File: src/rtl/quick_uart_pkg.sv
`default_nettype none
// ============================================================================
// Module      : quick_uart_pkg
// Description : Shared types and the parity helper for the quick_uart
//               receiver.
// Revision    : 1.0 - initial release
// ============================================================================
package quick_uart_pkg;

  // Parity mode selected by the receiver's PARITY parameter.
  typedef enum logic [1:0] {
    PARITY_NONE = 2'd0,
    PARITY_EVEN = 2'd1,
    PARITY_ODD  = 2'd2
  } parity_e;

  // Receiver frame states.
  typedef enum logic [2:0] {
    RX_IDLE      = 3'd0,
    RX_START     = 3'd1,
    RX_DATA      = 3'd2,
    RX_PARITY    = 3'd3,
    RX_STOP      = 3'd4,
    RX_WAIT_HIGH = 3'd5
  } rx_state_e;

  // Widest supported data word; narrower words are zero-extended, which
  // leaves their XOR unchanged.
  localparam int c_MAX_DATA_BITS = 9;

  // Parity bit the transmitter should have sent for this data word.
  function automatic logic parity_calc(input logic [c_MAX_DATA_BITS-1:0] data,
                                       input parity_e mode);
    logic w_x;
    w_x = ^data;
    return (mode == PARITY_ODD) ? ~w_x : w_x;
  endfunction

endpackage
`default_nettype wire

File: src/rtl/quick_uart_sync.sv
`default_nettype none
// ============================================================================
// Module      : quick_uart_sync
// Description : Two-flop synchronizer for an asynchronous single-bit input,
//               with a selectable reset value.
// Revision    : 1.0 - initial release
// ============================================================================
module quick_uart_sync #(
  parameter logic RESET_VAL = 1'b1
) (
  input  logic clk_i,
  input  logic rst_ni,
  input  logic i_d,
  output logic o_q
);

  logic r_meta;
  logic r_sync;

  // Two-stage metastability filter.
  always_ff @(posedge clk_i or negedge rst_ni) begin
    if (!rst_ni) begin
      r_meta <= RESET_VAL;
      r_sync <= RESET_VAL;
    end else begin
      r_meta <= i_d;
      r_sync <= r_meta;
    end
  end

  assign o_q = r_sync;

endmodule
`default_nettype wire

File: src/rtl/quick_uart_rx_checked.sv
`default_nettype none
// ============================================================================
// Module      : quick_uart_rx_checked
// Description : UART receiver with majority-of-3 mid-bit sampling, optional
//               parity, framing/break detection and a one-deep valid/ready
//               output register with a sticky data-dropped flag.
// Revision    : 1.0 - initial release
// ============================================================================
module quick_uart_rx_checked
  import quick_uart_pkg::*;
#(
  parameter int DIV       = 5,
  parameter int DATA_BITS = 8,
  parameter int PARITY    = 0
) (
  input  logic                 clk_i,
  input  logic                 rst_ni,
  input  logic                 rx_i,
  output logic                 busy_o,
  output logic                 valid_o,
  input  logic                 ready_i,
  output logic [DATA_BITS-1:0] data_o,
  output logic                 parity_err_o,
  output logic                 framing_err_o,
  output logic                 break_o,
  output logic                 data_dropped_o
);

  localparam int c_CW = (DIV > 1) ? $clog2(DIV) : 1;
  localparam int c_BW = (DATA_BITS > 1) ? $clog2(DATA_BITS) : 1;
  localparam logic [c_CW-1:0] c_MID_M1   = c_CW'(DIV / 2 - 1);
  localparam logic [c_CW-1:0] c_MID      = c_CW'(DIV / 2);
  localparam logic [c_CW-1:0] c_MID_P1   = c_CW'(DIV / 2 + 1);
  localparam logic [c_CW-1:0] c_LAST     = c_CW'(DIV - 1);
  localparam logic [c_BW-1:0] c_LAST_BIT = c_BW'(DATA_BITS - 1);
  localparam parity_e         c_MODE     = parity_e'(PARITY[1:0]);
  localparam logic            c_HAS_PAR  = (PARITY != 0);

  logic                 w_rxs;
  logic                 r_rxs_prev;
  rx_state_e            r_state;
  logic [c_CW-1:0]      r_cnt;
  logic [c_BW-1:0]      r_bit_idx;
  logic [DATA_BITS-1:0] r_shift;
  logic                 r_par_bit;
  logic                 r_s0;
  logic                 r_s1;
  logic                 r_busy;

  logic                 r_valid;
  logic [DATA_BITS-1:0] r_data;
  logic                 r_par_err;
  logic                 r_framing;
  logic                 r_break;
  logic                 r_dropped;

  quick_uart_sync #(
    .RESET_VAL (1'b1)
  ) u_sync (
    .clk_i  (clk_i),
    .rst_ni (rst_ni),
    .i_d    (rx_i),
    .o_q    (w_rxs)
  );

  // Bit decision: majority of the two stored samples and the current one.
  logic w_tick_dec;
  logic w_wrap;
  logic w_bit;
  assign w_tick_dec = (r_cnt == c_MID_P1);
  assign w_wrap     = (r_cnt == c_LAST);
  assign w_bit      = (r_s0 & r_s1) | (r_s0 & w_rxs) | (r_s1 & w_rxs);

  // Frame-level results, meaningful on the stop-bit decision cycle.
  logic w_complete;
  logic w_framing;
  logic w_break;
  logic w_par_err;
  assign w_complete = (r_state == RX_STOP) && w_tick_dec;
  assign w_framing  = ~w_bit;
  assign w_break    = w_framing && (r_shift == '0) && (!c_HAS_PAR || !r_par_bit);
  assign w_par_err  = c_HAS_PAR &&
                      (parity_calc(c_MAX_DATA_BITS'(r_shift), c_MODE) != r_par_bit);

  // Receive FSM: start detection, bit timing, sampling and data shifting.
  always_ff @(posedge clk_i or negedge rst_ni) begin
    if (!rst_ni) begin
      r_state    <= RX_IDLE;
      r_cnt      <= '0;
      r_bit_idx  <= '0;
      r_shift    <= '0;
      r_par_bit  <= 1'b0;
      r_s0       <= 1'b1;
      r_s1       <= 1'b1;
      r_rxs_prev <= 1'b1;
      r_busy     <= 1'b0;
    end else begin
      r_rxs_prev <= w_rxs;
      if (r_cnt == c_MID_M1) r_s0 <= w_rxs;
      if (r_cnt == c_MID)    r_s1 <= w_rxs;
      r_cnt <= w_wrap ? '0 : r_cnt + c_CW'(1);
      case (r_state)
        RX_IDLE: begin
          r_cnt <= '0;
          if (r_rxs_prev && !w_rxs) begin
            r_state <= RX_START;
            r_busy  <= 1'b1;
          end
        end
        RX_START: begin
          if (w_tick_dec && w_bit) begin
            r_state <= RX_IDLE;
            r_busy  <= 1'b0;
          end else if (w_wrap) begin
            r_state   <= RX_DATA;
            r_bit_idx <= '0;
          end
        end
        RX_DATA: begin
          if (w_tick_dec) r_shift <= {w_bit, r_shift[DATA_BITS-1:1]};
          if (w_wrap) begin
            if (r_bit_idx == c_LAST_BIT) r_state <= c_HAS_PAR ? RX_PARITY : RX_STOP;
            else                         r_bit_idx <= r_bit_idx + c_BW'(1);
          end
        end
        RX_PARITY: begin
          if (w_tick_dec) r_par_bit <= w_bit;
          if (w_wrap)     r_state   <= RX_STOP;
        end
        RX_STOP: begin
          // A good stop bit returns to IDLE early to tolerate baud mismatch.
          if (w_tick_dec) begin
            if (w_bit) begin
              r_state <= RX_IDLE;
              r_busy  <= 1'b0;
            end else begin
              r_state <= RX_WAIT_HIGH;
            end
          end
        end
        RX_WAIT_HIGH: begin
          r_cnt <= '0;
          if (w_rxs) begin
            r_state <= RX_IDLE;
            r_busy  <= 1'b0;
          end
        end
        default: begin
          r_state <= RX_IDLE;
          r_busy  <= 1'b0;
        end
      endcase
    end
  end

  // One-deep output register; a frame arriving while a word is stalled is
  // discarded and only recorded in the sticky drop flag.
  always_ff @(posedge clk_i or negedge rst_ni) begin
    if (!rst_ni) begin
      r_valid   <= 1'b0;
      r_data    <= '0;
      r_par_err <= 1'b0;
      r_framing <= 1'b0;
      r_break   <= 1'b0;
      r_dropped <= 1'b0;
    end else if (w_complete) begin
      if (r_valid && !ready_i) begin
        r_dropped <= 1'b1;
      end else begin
        r_valid   <= 1'b1;
        r_data    <= r_shift;
        r_par_err <= w_par_err;
        r_framing <= w_framing;
        r_break   <= w_break;
        r_dropped <= 1'b0;
      end
    end else if (r_valid && ready_i) begin
      r_valid   <= 1'b0;
      r_dropped <= 1'b0;
    end
  end

  assign busy_o         = r_busy;
  assign valid_o        = r_valid;
  assign data_o         = r_data;
  assign parity_err_o   = r_par_err;
  assign framing_err_o  = r_framing;
  assign break_o        = r_break;
  assign data_dropped_o = r_dropped;

endmodule
`default_nettype wire
File: config.mk
export PLATFORM = sky130hd
export DESIGN_NAME = quick_uart_rx_checked
export DESIGN_NICKNAME = d
export VERILOG_FILES = /design/src/rtl/quick_uart_pkg.sv /design/src/rtl/quick_uart_sync.sv /design/src/rtl/quick_uart_rx_checked.sv
export SDC_FILE = /design/constraint.sdc
export NUM_CORES = 1
export LEC_CHECK = 0
export CORE_MARGIN = 1.5
export CORE_UTILIZATION = 55
export CTS_CLUSTER_SIZE = 20
export DETAILED_ROUTE_END_ITERATION = 6
export PLACE_DENSITY = 0.75
export SYNTH_ARGS = -nofsm -noshare
export SYNTH_HDL_FRONTEND = slang
export SYNTH_HIERARCHICAL = 1
export SYNTH_SLANG_ARGS = --single-unit
export TNS_END_PERCENT = 30
File: constraint.sdc
create_clock -name clk_i -period 2.34 [get_ports clk_i]
set_clock_uncertainty 0.15 [all_clocks]
set_input_delay 0.234 -clock clk_i [delete_from_list [all_inputs] [get_ports clk_i]]
set_output_delay 0.234 -clock clk_i [all_outputs]
set_load 0.005 [all_outputs]
# After elaboration in Yosys (flattened, before gate mapping)

Index checks and enable logic that the tools add are counted.

Logic and storage cells: 96
Output and inout bits: 14
Register bits after elaboration: 35
Input port bits: 4

Equality and inequality tests: 23
Add/sub/neg operators: 2
Bitwise operators: 8
Reductions and logical operators: 20
Muxes and demuxes: 28

Operators with widths:

| cell                | count |
|---|---|
| $mux 3              | 15 |
| $ne 2x2->1 const B  | 11 |
| $pmux 3 s6          | 1 |
| $eq 3x2->1 const B  | 4 |
| $eq 3x3->1 const B  | 4 |
| $mux 1              | 10 |
| $logic_not 8->1     | 1 |
| $reduce_and 7->1    | 1 |
| $add 3x1->3 const B | 2 |
| $eq 3x1->1 const B  | 2 |
| $logic_and 1x1->1   | 6 |
| $pmux 3 s2          | 1 |
| $reduce_and 2->1    | 3 |
| $reduce_and 6->1    | 1 |
| $pmux 1 s5          | 1 |
| $reduce_and 5->1    | 1 |
| $reduce_bool 2->1   | 2 |
| $reduce_or 2->1     | 2 |
| $and 1x1->1         | 3 |
| $logic_not 3->1     | 1 |
| $ne 3x3->1 const B  | 1 |
| $not 1->1           | 3 |
| $logic_not 1->1     | 2 |
| $ne 2x1->1 const B  | 1 |
| $or 1x1->1          | 2 |

# Longest topological paths before layout

Depth after elaboration: 6
Depth in mapped cells: 6
Depth with buffers taken out: 6

# Cells and area by module

The synthesis kept the hierarchy.

Modules (own cells, without submodules):

| module                | cells each | area an instance (sq um) | sequential area each (sq um) | times used |
|---|---|---|---|---|
| quick_uart_rx_checked | 125        | 1,651.6                  | 829.5                        | 1 |
| quick_uart_sync       | 2          | 52.6                     | 52.6                         | 1 |

# Worst setup path after synthesis

No wires, ideal clock.

Path kind: flip-flop to flip-flop
From: register r_cnt[0]
To: register r_state[0]
Slack: 0.373 ns
Setup time: 0.125 ns
Data arrival time: 1.693 ns
Clock period less this slack: 1.967 ns
Path buffers: 0
Required time: 2.065 ns
Cell stages (with the launch flop): 7
Cells stage by stage: dfrtp_1 > ha_1 > ha_1 > nand3_1 > nand4_4 > o221ai_1 > mux2_2

Longest elaborated chain between the ends: 4
Elaborated cells on any way between the ends: 10
Classes of those cells: eq/ne (6); mux (2); reduce/logical (2)

Ends and longest elaborated chain:

| what                                                            | RTL line                     | source |
|---|---|---|
| start: declaration                                              | quick_uart_rx_checked.sv:42  | `logic [c_CW-1:0] r_cnt;` |
| start signal: assignment                                        | quick_uart_rx_checked.sv:101 | `r_cnt <= w_wrap ? '0 : r_cnt + c_CW'(1);` |
| $eq 3x2->1                                                      | quick_uart_rx_checked.sv:70  | `assign w_tick_dec = (r_cnt == c_MID_P1);` |
| $logic_and 1x1->1                                               | quick_uart_rx_checked.sv:111 | `if (w_tick_dec && w_bit) begin` |
| $ne 3x3->1 (no source line) or $mux 3 (tied branches)           | n/a                          |  |
| $reduce_and 7->1 (no source line) or $pmux 3 s6 (tied branches) | n/a                          |  |
| end signal: assignment                                          | quick_uart_rx_checked.sv:122 | `if (r_bit_idx == c_LAST_BIT) r_state <= c_HAS_PAR ? RX_PARITY : RX_STOP;` |
| end: declaration                                                | quick_uart_rx_checked.sv:41  | `rx_state_e r_state;` |

Parallel ways exist; a longest one is shown, timed or not.
A chain may end at the register's enable or synchronous reset.

# Final worst setup path

Ends and elaborated chain as after synthesis.

==> impl_metrics.py <==
metrics = {
    "outcome": {
        "status": "complete, no violations",
    },
    "grt": {
        "overflow": 0,
        "grt_pass1_wl_um": 4970,
        "first_global_vias": 1125,
        "grt_usage_pct": 19.7,
        "grt_max_degree": 36,
        "antenna_found_initial": 0,
    },
    "placement": {
        "port_buffers": 16,
        "gp_congestion": 0.865,
        "hpwl_um": 2000,
    },
    "layout": {
        "drive_gt1_share_pct": 28.6,
        "layout_commonest_cell": "dfrtp_1",
        "areaGrowthSynthToFinish_pct": 15.3,
        "final_cell_mix": "30 x dfrtp_1, 19 x mux2_2, 16 x clkdlybuf4s50_1",
        "final.fill_count": 234,
        "finalNetCount": 157,
        "antenna_cells": 0,
    },
    "setup_path": {
        "reg2reg_slack_ns": 0.18,
        "endpoint_kind": "flip-flop",
        "required_ns": 2.42,
        "cp-endpoint": "r_state[0]",
        "critPathKind": "reg -> reg",
        "r2r_end": "r_state[0]",
        "worstReg2RegStart": "r_cnt[0]",
        "cp-start-kind": "flip-flop",
        "rr_worst_depth": 6,
        "crit_fanout": 6,
        "startpoint": "r_cnt[0]",
        "cp.arrival_ns": 2.24,
    },
    "timing": {
        "final.period_utilization_pct": 92.1,
        "tns_ns": 0,
        "finalMaxSlewViolations": 0,
        "worst-slew-pin-transition_ns": 0.673,
        "fin_crit_ns": 2.16,
        "fmax_ghz": 0.464,
        "rsz0062_at_grt": "no",
        "hold_slack_ns": 0.143,
        "setup_viol": 0,
        "slew-limit-headroom_pct": 55.1,
        "finalHoldViolCount": 0,
    },
    "detailed_routing": {
        "drt_iter0_drc": 22,
        "dr_total_vias": 1046,
        "drc": 0,
        "antenna_left": 0,
        "drt-wirelength-per-cell_um": 15.4,
        "vias_per_cell": 5.81,
        "drtPass1Iterations": 4,
        "drt-total-wl_um": 2770,
    },
    "logic_synthesis": {
        "ys_seq_elements": 35,
        "yosys_warnings": 6,
        "synth-main-ff-cell": "dfrtp_1",
        "avgSynthCellArea_sq_um": 13.4,
        "synthCells": 127,
        "async_flop_share_pct": 100,
        "yosysSeqAreaShare_pct": 51.8,
        "synth-edff-count": 0,
        "synth.distinct_cells": 42,
        "synth_fp_nets": 138,
        "syn_area_sq_um": 1700,
    },
    "cts": {
        "cts_tree": "yes",
        "postCtsSetupRepairBufs": 0,
        "htree_levels": 2,
        "hold_buffers": 0,
        "post_cts_resize_count": 0,
        "insertion_delay_ns": 0.34,
        "clkSinkCount": 35,
        "cts_buffers": 5,
        "clk_pin_slew_ns": 0.11,
        "clock_path_buffers": 2,
        "cts_root_buf": "clkbuf_4",
    },
    "floorplan": {
        "die_x_um": 58.7,
        "core_sq_um": 3000,
        "start_util_pct": 56.7,
        "die_area_sq_um": 3440,
        "die_y_um": 58.7,
        "pin_count": 18,
        "rows": 20,
    },
    "hold_path": {
        "hold_path_class": "in -> async",
    },
    "power": {
        "ir_drop_v": 0.000722,
        "p_leak_nw": 0.881,
        "power_density_nw_per_um2": 1010,
    },
    "job": {
        "cap_violations": 0,
    },
}
## worst min-delay path by stage
stage / to / slack [ns] / depth (start not counted)
final: r_bit_idx[0] / 0.14 / 2
after global routing: u_sync/r_meta / 0.14 / 1
after CTS: u_sync/r_meta / 0.14 / 1
after detailed placement: u_sync/o_q / 0.20 / 0
after global placement: u_sync/o_q / 0.20 / 0
after floorplan: break_o / -0.21 / 0
## cells in the mapped netlist, types with 2 or more instances
library cell | number | area (sq um)
nand3_1 | 2 | 10.0
a21oi_1 | 2 | 10.0
nand2_1 | 3 | 11.3
nor3_2 | 2 | 20.0
ha_1 | 7 | 87.6
o21bai_1 | 2 | 15.0
buf_6 | 3 | 33.8
nand2b_1 | 2 | 12.5
nor4_1 | 2 | 12.5
nor2b_1 | 2 | 12.5
o21a_1 | 2 | 15.0
nor2_1 | 5 | 18.8
dfrtp_1 | 30 | 751
a21boi_0 | 3 | 22.5
inv_1 | 3 | 11.3
mux2i_1 | 2 | 20.0
o211ai_1 | 2 | 15.0
a31o_2 | 2 | 17.5
mux2_2 | 19 | 214
o21ai_0 | 3 | 15.0
a22o_1 | 2 | 17.5
dfstp_2 | 5 | 131
or3_1 | 2 | 12.5
buf_4 | 2 | 15.0
## power by group
group	switching (mW)	internal [mW]	leakage, nW
sequential	0.169	0.720	0.461
clock	0.198	0.333	0.0525
combinational	0.273	0.290	0.368
## state kept, by name, indices dropped and copies added, names as in the netlist
name / flops
r_bit_idx: 3
data_dropped_o: 1
busy_o: 1
data_o: 8
r_shift: 8
u_sync/o_q: 1
u_sync/r_meta: 1
valid_o: 1
r_s0: 1
r_s1: 1
framing_err_o: 1
break_o: 1
r_rxs_prev: 1
r_state: 3
r_cnt: 3
## per-stage QoR
step | instances | cell area (sq um) | utilization (%) | worst slack, ns | power [mW]
5_1_grt | 180 | 1970 | 65.5 | 0.0624 | 2.12
2_1_floorplan | 127 | 1700 | - | 0.373 | 1.34
6_report | 180 | 1970 | 65.5 | 0.184 | 1.98
3_3_place_gp | 172 | 1860 | 62.1 | 0.290 | 1.44
3_5_place_dp | 172 | 1860 | 62.1 | 0.191 | 1.46
4_1_cts | 180 | 1970 | 65.5 | 0.173 | 2.01
## routing by layer
layer	track usage (%)	share of wire, %	up-vias
li1	-	-	497
met1	23.0	45	525
met2	33.7	50	17
met3	4.84	3.4	7
met4	9.74	1.9	0
met5	0	0	-
## kinds of logic after synthesis
family                     Yosys count  synth area share, %
and+or+nand+nor                     26                 10.7
buffers and inverters                8                 3.52
adders and majority gates            8                 5.73
AOI/OAI and AO/OA                   26                 13.1
muxes                               22                 14.4
other                                1                0.220
DFF                                 35                 51.8
xor gates and xnor gates             1                0.514
## final cells by class
cell class,instances,area [sq um],area share [%]
Sequential cell,35,882,44.9
Clock buffer,6,41.3,2.10
Multi-Input combinational cell,84,762,38.8
Clock inverter,2,60.1,3.06
Timing Repair Buffer,17,168,8.53
Inverter,3,11.3,0.573
Tap cell,33,41.3,2.10
## worst max-delay path, stage by stage (launching register included)
cell,delay (ns)
dfrtp_1,0.43
ha_1,0.22
ha_1,0.26
nand3_1,0.16
nand4_4,0.15
o221ai_1,0.31
mux2_2,0.37
Note: power is estimated with default switching activity, not from simulation.
